`src/rtl/uart_pkg.sv`:
```
// Shared receive-FSM encoding, register offsets and STATUS layout for the J1 UART.
// Latency: n/a (types only). Backpressure: n/a.
// Also provides the 3-sample majority vote used for bit decisions.
package uart_pkg;

  typedef enum logic [2:0] {
    ST_IDLE   = 3'd0,
    ST_START  = 3'd1,
    ST_DATA   = 3'd2,
    ST_PARITY = 3'd3,
    ST_STOP   = 3'd4
  } rx_state_t;

  localparam logic ADDR_DATA   = 1'b0;
  localparam logic ADDR_STATUS = 1'b1;

  localparam int STAT_AVAIL   = 0;
  localparam int STAT_FULL    = 1;
  localparam int STAT_OVERRUN = 2;
  localparam int STAT_FRAME   = 3;
  localparam int STAT_PARITY  = 4;

  // Field order matches the STATUS bit indices above (avail is bit 0).
  typedef struct packed {
    logic parity_err;
    logic frame_err;
    logic overrun;
    logic full;
    logic avail;
  } status_t;

  function automatic logic maj3(input logic a, input logic b, input logic c);
    return (a & b) | (a & c) | (b & c);
  endfunction

endpackage

```
`src/rtl/sync_fifo.sv`:
```
// Generic single-clock FIFO, first-word-fall-through (dout shows the head while !empty).
// Latency: a push is visible at dout the cycle after it is written.
// Backpressure: push ignored when full unless a pop lands on the same cycle; pop ignored when empty.
module sync_fifo #(
  parameter int WIDTH   = 8,
  parameter int FIFO_AW = 4
) (
  input  logic               clk,
  input  logic               rst_n,
  input  logic               push,
  input  logic               pop,
  input  logic [WIDTH-1:0]   din,
  output logic [WIDTH-1:0]   dout,
  output logic               full,
  output logic               empty,
  output logic [FIFO_AW:0]   count
);

  localparam int DEPTH = 2 ** FIFO_AW;

  logic [WIDTH-1:0]   mem [DEPTH];
  logic [FIFO_AW-1:0] wr_ptr;
  logic [FIFO_AW-1:0] rd_ptr;
  logic               wr_en;
  logic               rd_en;

  assign empty = (count == '0);
  assign full  = (count == (FIFO_AW + 1)'(DEPTH));
  assign rd_en = pop & ~empty;
  // A pop frees the head slot this cycle, so a full FIFO can still accept.
  assign wr_en = push & (~full | rd_en);
  assign dout  = mem[rd_ptr];

  always_ff @(posedge clk or negedge rst_n) begin
    if (!rst_n) begin
      wr_ptr <= '0;
      rd_ptr <= '0;
      count  <= '0;
    end else begin
      if (wr_en) wr_ptr <= wr_ptr + 1'b1;
      if (rd_en) rd_ptr <= rd_ptr + 1'b1;
      case ({wr_en, rd_en})
        2'b10:   count <= count + 1'b1;
        2'b01:   count <= count - 1'b1;
        default: count <= count;
      endcase
    end
  end

  always_ff @(posedge clk) begin
    if (wr_en) mem[wr_ptr] <= din;
  end

endmodule

```
`src/rtl/uart_rx_fifo.sv`:
```
// J1 UART receiver: 8N1 (8E1 with UART_RX_PARITY_EN), 16x oversampling, majority vote, byte FIFO.
// Latency: byte pushed at the stop-bit centre; DATA/STATUS reads return on d_out one cycle after rd.
// Backpressure: none on the line; a byte arriving with the FIFO full is dropped and overrun is set.
module uart_rx_fifo
  import uart_pkg::*;
#(
  parameter int CLK_FREQ = 50_000_000,
  parameter int BAUD     = 115200,
  parameter int FIFO_AW  = 4
) (
  input  logic        sys_clk_i,
  input  logic        sys_rst_i,
  input  logic        uart_rx,
  input  logic        cs,
  input  logic        rd,
  input  logic        wr,
  input  logic        addr,
  input  logic [15:0] d_in,
  output logic [15:0] d_out,
  output logic        rx_irq
);

  localparam int DIV_RAW = CLK_FREQ / (BAUD * 16);
  localparam int DIV     = (DIV_RAW < 1) ? 1 : DIV_RAW;
  localparam int DIV_W   = (DIV > 1) ? $clog2(DIV) : 1;

  logic [1:0]       sync_q;
  logic             rx_s;
  logic             rx_prev;
  logic             start_edge;
  logic [DIV_W-1:0] div_cnt;
  logic             tick;

  rx_state_t        state;
  rx_state_t        state_nxt;
  logic [3:0]       tcnt;
  logic             s7;
  logic             s8;
  logic             maj;
  logic             samp_pt;
  logic [2:0]       bit_cnt;
  logic [7:0]       rx_byte_dat;
  logic             rx_byte_vld;
  logic             frame_err_set;

  logic             rd_data;
  logic             rd_stat;
  logic             wr_stat;
  logic             fifo_full;
  logic             fifo_empty;
  logic [7:0]       fifo_dout;
  logic [FIFO_AW:0] fifo_count;

  logic             frame_err;
  logic             overrun;
  status_t          status;

  assign rx_s       = sync_q[1];
  assign start_edge = rx_prev & ~rx_s;

  always_ff @(posedge sys_clk_i or negedge sys_rst_i) begin
    if (!sys_rst_i) begin
      sync_q  <= 2'b11;
      rx_prev <= 1'b1;
    end else begin
      sync_q  <= {sync_q[0], uart_rx};
      rx_prev <= rx_s;
    end
  end

  assign tick = (div_cnt == DIV_W'(DIV - 1));

  always_ff @(posedge sys_clk_i or negedge sys_rst_i) begin
    if (!sys_rst_i) div_cnt <= '0;
    else            div_cnt <= tick ? '0 : div_cnt + 1'b1;
  end

  // Samples 7 and 8 are latched; sample 9 is the live input at the decision tick.
  assign maj     = maj3(s7, s8, rx_s);
  assign samp_pt = tick && (tcnt == 4'd9);

`ifdef UART_RX_PARITY_EN
  logic par_bad;
  logic parity_err;
  logic parity_err_set;
`endif

  always_ff @(posedge sys_clk_i or negedge sys_rst_i) begin
    if (!sys_rst_i) state <= ST_IDLE;
    else            state <= state_nxt;
  end

  always_comb begin
    state_nxt     = state;
    rx_byte_vld   = 1'b0;
    frame_err_set = 1'b0;
`ifdef UART_RX_PARITY_EN
    parity_err_set = 1'b0;
`endif
    case (state)
      ST_IDLE:  if (start_edge) state_nxt = ST_START;
      ST_START: if (samp_pt) state_nxt = maj ? ST_IDLE : ST_DATA;
      ST_DATA: begin
        if (samp_pt && bit_cnt == 3'd7) begin
`ifdef UART_RX_PARITY_EN
          state_nxt = ST_PARITY;
`else
          state_nxt = ST_STOP;
`endif
        end
      end
`ifdef UART_RX_PARITY_EN
      ST_PARITY: begin
        if (samp_pt) begin
          state_nxt      = ST_STOP;
          parity_err_set = (maj != ^rx_byte_dat);
        end
      end
`endif
      ST_STOP: begin
        if (samp_pt) begin
          state_nxt = ST_IDLE;
          if (!maj) frame_err_set = 1'b1;
`ifdef UART_RX_PARITY_EN
          else      rx_byte_vld   = ~par_bad;
`else
          else      rx_byte_vld   = 1'b1;
`endif
        end
      end
      default: state_nxt = ST_IDLE;
    endcase
  end

  always_ff @(posedge sys_clk_i or negedge sys_rst_i) begin
    if (!sys_rst_i) begin
      tcnt        <= '0;
      s7          <= 1'b1;
      s8          <= 1'b1;
      bit_cnt     <= '0;
      rx_byte_dat <= '0;
`ifdef UART_RX_PARITY_EN
      par_bad     <= 1'b0;
`endif
    end else begin
      if (state == ST_IDLE) begin
        tcnt    <= '0;
        bit_cnt <= '0;
`ifdef UART_RX_PARITY_EN
        par_bad <= 1'b0;
`endif
      end else if (tick) begin
        tcnt <= tcnt + 1'b1;
      end
      if (tick && tcnt == 4'd7) s7 <= rx_s;
      if (tick && tcnt == 4'd8) s8 <= rx_s;
      if (state == ST_DATA && samp_pt) begin
        rx_byte_dat <= {maj, rx_byte_dat[7:1]};
        bit_cnt     <= bit_cnt + 1'b1;
      end
`ifdef UART_RX_PARITY_EN
      if (parity_err_set) par_bad <= 1'b1;
`endif
    end
  end

  assign rd_data = cs & rd & (addr == ADDR_DATA);
  assign rd_stat = cs & rd & (addr == ADDR_STATUS);
  assign wr_stat = cs & wr & (addr == ADDR_STATUS);

  sync_fifo #(
    .WIDTH   (8),
    .FIFO_AW (FIFO_AW)
  ) u_rx_fifo (
    .clk   (sys_clk_i),
    .rst_n (sys_rst_i),
    .push  (rx_byte_vld),
    .pop   (rd_data),
    .din   (rx_byte_dat),
    .dout  (fifo_dout),
    .full  (fifo_full),
    .empty (fifo_empty),
    .count (fifo_count)
  );

  // Set beats clear when both happen on the same cycle, so no event is lost.
  always_ff @(posedge sys_clk_i or negedge sys_rst_i) begin
    if (!sys_rst_i) begin
      frame_err <= 1'b0;
      overrun   <= 1'b0;
`ifdef UART_RX_PARITY_EN
      parity_err <= 1'b0;
`endif
    end else begin
      if (wr_stat && d_in[STAT_FRAME]) begin
        frame_err <= 1'b0;
        overrun   <= 1'b0;
`ifdef UART_RX_PARITY_EN
        parity_err <= 1'b0;
`endif
      end
      if (frame_err_set) frame_err <= 1'b1;
      if (rx_byte_vld && fifo_full && !rd_data) overrun <= 1'b1;
`ifdef UART_RX_PARITY_EN
      if (parity_err_set) parity_err <= 1'b1;
`endif
    end
  end

  always_comb begin
    status           = '0;
`ifdef UART_RX_PARITY_EN
    status.parity_err = parity_err;
`endif
    status.frame_err = frame_err;
    status.overrun   = overrun;
    status.full      = fifo_full;
    status.avail     = ~fifo_empty;
  end

  always_ff @(posedge sys_clk_i or negedge sys_rst_i) begin
    if (!sys_rst_i)   d_out <= '0;
    else if (rd_data) d_out <= fifo_empty ? 16'h0000 : {8'h00, fifo_dout};
    else if (rd_stat) d_out <= {11'b0, status};
  end

  assign rx_irq = ~fifo_empty;

  logic unused_bits;
  assign unused_bits = ^{d_in[15:4], d_in[2:0], fifo_count};

endmodule

```
`config.mk`:
```
export PLATFORM = sky130hd
export DESIGN_NAME = uart_rx_fifo
export DESIGN_NICKNAME = d
export VERILOG_FILES = /design/src/rtl/uart_pkg.sv /design/src/rtl/sync_fifo.sv /design/src/rtl/uart_rx_fifo.sv
export SDC_FILE = /design/constraint.sdc
export NUM_CORES = 1
export LEC_CHECK = 0
export ABC_CLOCK_PERIOD_IN_PS = 3900
export CORE_MARGIN = 4
export CORE_UTILIZATION = 52
export CTS_CLUSTER_SIZE = 16
export DETAILED_ROUTE_END_ITERATION = 8
export PLACE_DENSITY = 0.81
export SETUP_SLACK_MARGIN = 0.05
export SYNTH_ARGS = -nofsm -noshare
export SYNTH_HDL_FRONTEND = slang
export SYNTH_HIERARCHICAL = 1
export SYNTH_SLANG_ARGS = --single-unit
```
`constraint.sdc`:
```
create_clock -name sys_clk_i -period 3.9 [get_ports sys_clk_i]
set_input_delay 0.78 -clock sys_clk_i [delete_from_list [all_inputs] [get_ports sys_clk_i]]
set_output_delay 0.78 -clock sys_clk_i [all_outputs]
set_load 0.05 [all_outputs]
```
Word level (Yosys, flattened, before mapping)
Memories as Yosys holds them, arrays and structs flattened.
Index checks and enable logic that the tools add are counted.
W data, S select, Z words.
{"block": "op_classes", "n_mux": 26, "reduce_logical": 18, "bitwise_logic": 18, "n_eq_ne": 15, "addsub": 7}
{"op": "$mux W16", "count": 2}
{"op": "$mux W3", "count": 6}
{"op": "$add A4 B1 Y4 const B", "count": 3}
{"op": "$pmux W3 S4", "count": 1}
{"op": "$reduce_bool A2 Y1", "count": 6}
{"op": "$and A1 B1 Y1", "count": 11}
{"op": "$mux W1", "count": 11}
{"op": "$add A5 B1 Y5 const B", "count": 2}
{"op": "$eq A5 B5 Y1 const B", "count": 2}
{"op": "$pmux W5 S2", "count": 1}
{"op": "$eq A4 B4 Y1 const B", "count": 2}
{"op": "$logic_and A1 B1 Y1", "count": 8}
{"op": "$mux W4", "count": 2}
{"op": "$mux W8", "count": 1}
{"op": "$ne A2 B2 Y1 const B", "count": 4}
{"op": "$eq A3 B3 Y1 const B", "count": 2}
{"op": "$logic_not A5 Y1", "count": 1}
{"op": "$mux W5", "count": 1}
{"op": "$sub A5 B1 Y5 const B", "count": 1}
{"op": "$eq A4 B3 Y1 const B", "count": 1}
{"op": "$not A1 Y1", "count": 4}
{"op": "$reduce_and A4 Y1", "count": 1}
{"op": "$add A3 B1 Y3 const B", "count": 1}
{"op": "$eq A3 B1 Y1 const B", "count": 1}
{"op": "7 further kinds", "count": 9}
{"block": "totals", "n_memories": 1, "ram_bits": 128, "reg_bits": 59}
{"name": "u_rx_fifo.mem", "depth": 16, "width": 8, "rd": 1, "rd_clocked_by_memory_dff": 0, "write_ports": 1, "line_no": "sync_fifo.sv:21", "text": "logic [WIDTH-1:0] mem [DEPTH];"}

Longest topological paths before layout
Gate-level depths: netlist of the first run.
{"block": "depth", "word_depth": 9, "ltp_mapped": 13, "depth_no_buf": 12}

Hierarchy
Netlist of the first run, hierarchy kept.
{"module": "sync_fifo", "instances": 1, "cells_per_inst": 301, "area_per_inst_um2": 5774.3, "seq_area_each_um2": 4169.0}
{"module": "uart_rx_fifo", "instances": 1, "cells_per_inst": 157, "area_per_inst_um2": 1819.2, "seq_area_each_um2": 957.2}

Worst setup path before layout of the first run
Ideal clock, no wire load.
{"block": "synth_timing", "path_type": "in2reg", "from": "input cs", "to": "register u_rx_fifo.count[4]", "arrival_time_ps": 2949, "path_stages": 11, "path_buffers": 2, "setup_slack_ps": 864, "path_cell_list": "nand2_1 > clkbuf_1 > nor2_1 > clkbuf_1 > o21ai_2 > or2_2 > fa_1 > nand2b_1 > a211o_1 > o31a_1 > o211ai_1"}
{"block": "synth_via", "elab_chain_len": 7, "elab_cells_between_ends": 9, "classes_between": "eq/ne (2); mux (1); bitwise (5); reduce/logical (1)"}
{"element": "start: declaration", "line_no": "uart_rx_fifo.sv:14", "text": "input logic cs,"}
{"element": "$and A1 B1 Y1 (*) (2 in a row)", "line_no": "uart_rx_fifo.sv:167", "text": "assign rd_data = cs & rd & (addr == ADDR_DATA);"}
{"element": "net rd_data", "line_no": "uart_rx_fifo.sv:46", "text": "logic rd_data;"}
{"element": "$and A1 B1 Y1 (*)", "line_no": "sync_fifo.sv:29", "text": "assign rd_en = pop & ~empty;"}
{"element": "$or A1 B1 Y1", "line_no": "sync_fifo.sv:31", "text": "assign wr_en = push & (~full | rd_en);"}
{"element": "$and A1 B1 Y1", "line_no": "sync_fifo.sv:31"}
{"element": "$eq A2 B1 Y1 / $eq A2 B2 Y1 (equally long branches)", "line_no": "sync_fifo.sv:42", "text": "case ({wr_en, rd_en})"}
{"element": "$pmux W5 S2 / $reduce_bool A2 Y1 (equally long branches)"}
{"element": "end signal: assignment", "line_no": "sync_fifo.sv:43", "text": "2'b10: count <= count + 1'b1;"}
{"element": "end signal: assignment", "line_no": "sync_fifo.sv:44", "text": "2'b01: count <= count - 1'b1;"}
{"element": "end signal: assignment", "line_no": "sync_fifo.sv:45", "text": "default: count <= count;"}
{"element": "end: declaration", "line_no": "sync_fifo.sv:16", "text": "output logic [FIFO_AW:0] count"}
Mark *: on every way through the listed nets, which the timed path passes. The rest lies on a longest branch.
A chain may end at the register's enable or synchronous reset.

Final worst setup path of the first run
{"block": "layout_timing", "from": "register u_rx_fifo.count[1]", "to": "output rx_irq"}
{"block": "layout_via", "elab_chain_len": 2}
{"element": "$logic_not A5 Y1", "line_no": "sync_fifo.sv:27", "text": "assign empty = (count == '0);"}
{"element": "net fifo_empty", "line_no": "uart_rx_fifo.sv:50", "text": "logic fifo_empty;"}
{"element": "$not A1 Y1", "line_no": "uart_rx_fifo.sv:227", "text": "assign rx_irq = ~fifo_empty;"}
{"element": "end: declaration", "line_no": "uart_rx_fifo.sv:20", "text": "output logic rx_irq"}
The timed path passes the listed nets, and every way through them passes these cells.

==> impl_metrics.tcl, run 1 <==
set metrics [dict create \
    outcome "finished clean" \
    irDropWorstVdd_mv 0.3321 \
    p_seq_frac 0.468 \
    layout-drive-gt1-share 0.2016 \
    switching_power_w 0.001461 \
    ys.flop_type "edfxtp_1" \
    drc 0 \
    postCtsSetupBuffers 0 \
    die_w_um 128.8 \
    ys_seq_area_frac 0.6751 \
    grt_overflow_total 0 \
    ys_warn_count 6 \
    antenna_left 0 \
    grt_antenna_before_repair 0 \
    r2r_slack_ns 0.75 \
    numCtsBuffers 17 \
    holdCritPathClass "register to register" \
    netlist_area_sq_um 7594 \
    cap_violations 0 \
    grt_max_degree 36 \
    cp_data_arrival_time_ns 2.55 \
    die-area_sq_um 16600 \
    clk_path_buf_depth 2 \
    die_h_um 128.8 \
    fin_crit_ns 3.333 \
    max_freq_mhz 300.0 \
    clockRootBuffer "clkbuf_16" \
    h-tree-depth 4 \
    synth_top_area_cell "edfxtp_1" \
    hold_viol_final 0 \
    grt_pass1_wl_um 23470 \
    post_cts_resized 0 \
    cts.sinks 179 \
    yosys-top-cells-area "edfxtp_1 (51%), dfrtp_1 (15%), mux4_2 (9.5%)" \
    slew_violations 0 \
    p_clk_frac 0.328 \
    cts.clk_slew.worst_paths_ns 0.07 \
    synth_top_area_frac 0.5062 \
    cts_tree "yes" \
    hpwl_um 9295 \
    grt_use_total 0.1896 \
    ys_ff_latch 179 \
    min_period_over_period 0.8546 \
    via_per_inst 6.015 \
    synth_edf_count 128 \
    via_count 4066 \
    worstSkewPairLatency_ns 0.42 \
    final-seq-area_sq_um 5129 \
    finalWirelength_um 14470 \
    slew_headroom 0.4279 \
    hold_buffers 0 \
    ios 40 \
    first_global_vias 4139 \
    path_max_fanout 7 \
    port_buffers 16 \
    multi_input_area_sq_um 2287 \
    rsz0062_at_grt "no" \
    synth_cells 458 \
    leakage_nw 3.306 \
    fin_tns_setup_ns 0 \
    drt-wirelength-per-cell_um 21.41 \
    cp.required_ns 3.12 \
    stdcell_count 676 \
    drtIter0Drc 384 \
    path_class "register to primary output" \
    final_common_cell "edfxtp_1" \
    yosys.cell_types.count 59 \
    rows 43 \
    p_comb_frac 0.204 \
    power.density_nw_per_um2 578.2 \
    start_util 0.5387 \
    nets 522 \
    final-setup-viol-count 0 \
    coreArea_sq_um 14100 \
    syn_to_final_growth_pct 11.67 \
    fin_skew_ns 0.01203 \
    place_congestion 0.7917 \
    fill_cells 976 \
    swShare 0.2980 \
    worstMarginPinSlew_ns 0.8581 \
    antennaDiodeCount 0 \
    endpoint_kind "primary output" \
    startpoint_type "register" \
    first_pass_iters 5 \
    placed_cells 644 \
    synth_async_sr_flop_share 0.2849 \
    final_cell_mix "edfxtp_1 (128), dfrtp_1 (44), mux4_2 (32), nand2_1 (27), a22oi_1 (19)" \
    intPower_w 0.003442 \
    syn_area_per_cell_sq_um 16.58 \
]
==> path summary, 6_finish.rpt <==
check                                         from                  end  cells after the start
min in group asynchronous                sys_rst_i   u_rx_fifo/count[1]                      1
worst max register to register          div_cnt[0]  u_rx_fifo/mem[1][1]                      8
worst min-delay path                     sync_q[0]            sync_q[1]                      0
worst max-delay path            u_rx_fifo/count[1]               rx_irq                      5
worst min register to register           sync_q[0]            sync_q[1]                      0
max in group asynchronous                sys_rst_i            sync_q[0]                      2
==> flip-flops by register name (all words and copies together) (netlist names), 2 cells and up <==
register,cells
bit_cnt,3
d_out,8
div_cnt,5
rx_byte_dat,8
state,3
sync_q,2
tcnt,4
u_rx_fifo/count,5
u_rx_fifo/mem,128
u_rx_fifo/rd_ptr,4
u_rx_fifo/wr_ptr,4
==> synth_stat cells, types with 3 or more instances <==
cell	number
xor2_1	3
o21ai_0	10
nand3b_1	3
edfxtp_1	128
dfrtp_1	46
nand4_1	4
nand2_1	27
mux2_2	5
a22oi_1	19
xnor2_1	8
mux4_2	32
a22o_1	5
a21oi_1	5
o211ai_1	3
inv_1	15
buf_1	3
dfstp_2	5
mux2_4	7
nand2b_1	6
and2_1	7
clkbuf_1	9
mux2i_1	6
buf_2	5
nand3_1	6
nor2_1	16
nor3_1	5
nor2b_1	4
buf_4	8
ha_1	15
and3_1	10
==> power groups by stage <==
stage	Clock [W]	Sequential, W	Combinational (W)
2_1_floorplan	0	0.00230	0.000739
4_1_cts	0.00163	0.00230	0.00101
6_report	0.00161	0.00229	0.00100
3_3_place_gp	0	0.00233	0.000971
5_1_grt	0.00171	0.00232	0.00108
3_5_place_dp	0	0.00234	0.000996
==> metal layers <==
layer | routed length [um] | GRT usage
met5 | 0 | 0
met3 | 920 | 0.04815
met1 | 6016 | 0.2573
met4 | 159 | 0.05868
met2 | 7375 | 0.3055
==> per-stage QoR <==
| step | setup WS, ns | instance area [sq um] | hold slack (ns) | util | power (W) |
|---|---|---|---|---|---|
| 2_1_floorplan | 0.8645 | 7620 | 0.3452 | - | 0.003039 |
| 3_3_place_gp | 0.6486 | 7920 | 0.3491 | 0.5619 | 0.003299 |
| 3_5_place_dp | 0.6027 | 7920 | 0.3468 | 0.5619 | 0.003335 |
| 4_1_cts | 0.5733 | 8479 | 0.3560 | 0.6015 | 0.004944 |
| 5_1_grt | 0.4395 | 8479 | 0.3604 | 0.6015 | 0.005108 |
| 6_report | 0.5669 | 8479 | 0.3560 | 0.6015 | 0.004903 |
==> logic make-up (layout without fill, tap and decap cells) <==
group           count (synthesis)  after routing  share of synthesized area
compound gates                 55             55                    0.05224
xor+xnor                       11             11                    0.01269
fa+ha+maj                      17             17                    0.02867
buf+inv                        41             72                    0.02719
flops                         179            179                     0.6751
mux                            50             50                     0.1241
other cells                     1              8                  0.0004938
simple gates                  104            104                    0.07959
==> final cells by class <==
| cell class | count | area share |
|---|---|---|
| clock buffers | 19 | 0.05106 |
| flip-flops and latches | 179 | 0.6048 |
| multi-input cells | 245 | 0.2697 |
| clock inverters | 13 | 0.01490 |
| inverters | 15 | 0.006640 |
| repair buffers | 25 | 0.02627 |
| well taps | 180 | 0.02656 |
==> worst max-delay path: stages (launching register included) <==
cell	delay, ns
dfrtp_1	0.44
nor4_4	0.54
nand2b_1	0.21
inv_1	0.19
inv_1	0.06
clkdlybuf4s50_1	0.70
Note: power is estimated with default switching activity, not from simulation.
==> inputs of run 2 (changes only) <==
- GPL_TIMING_DRIVEN: default -> 1
==> results of run 2 <==
No change in the layout: final DEF, timing and power equal those of run 1.
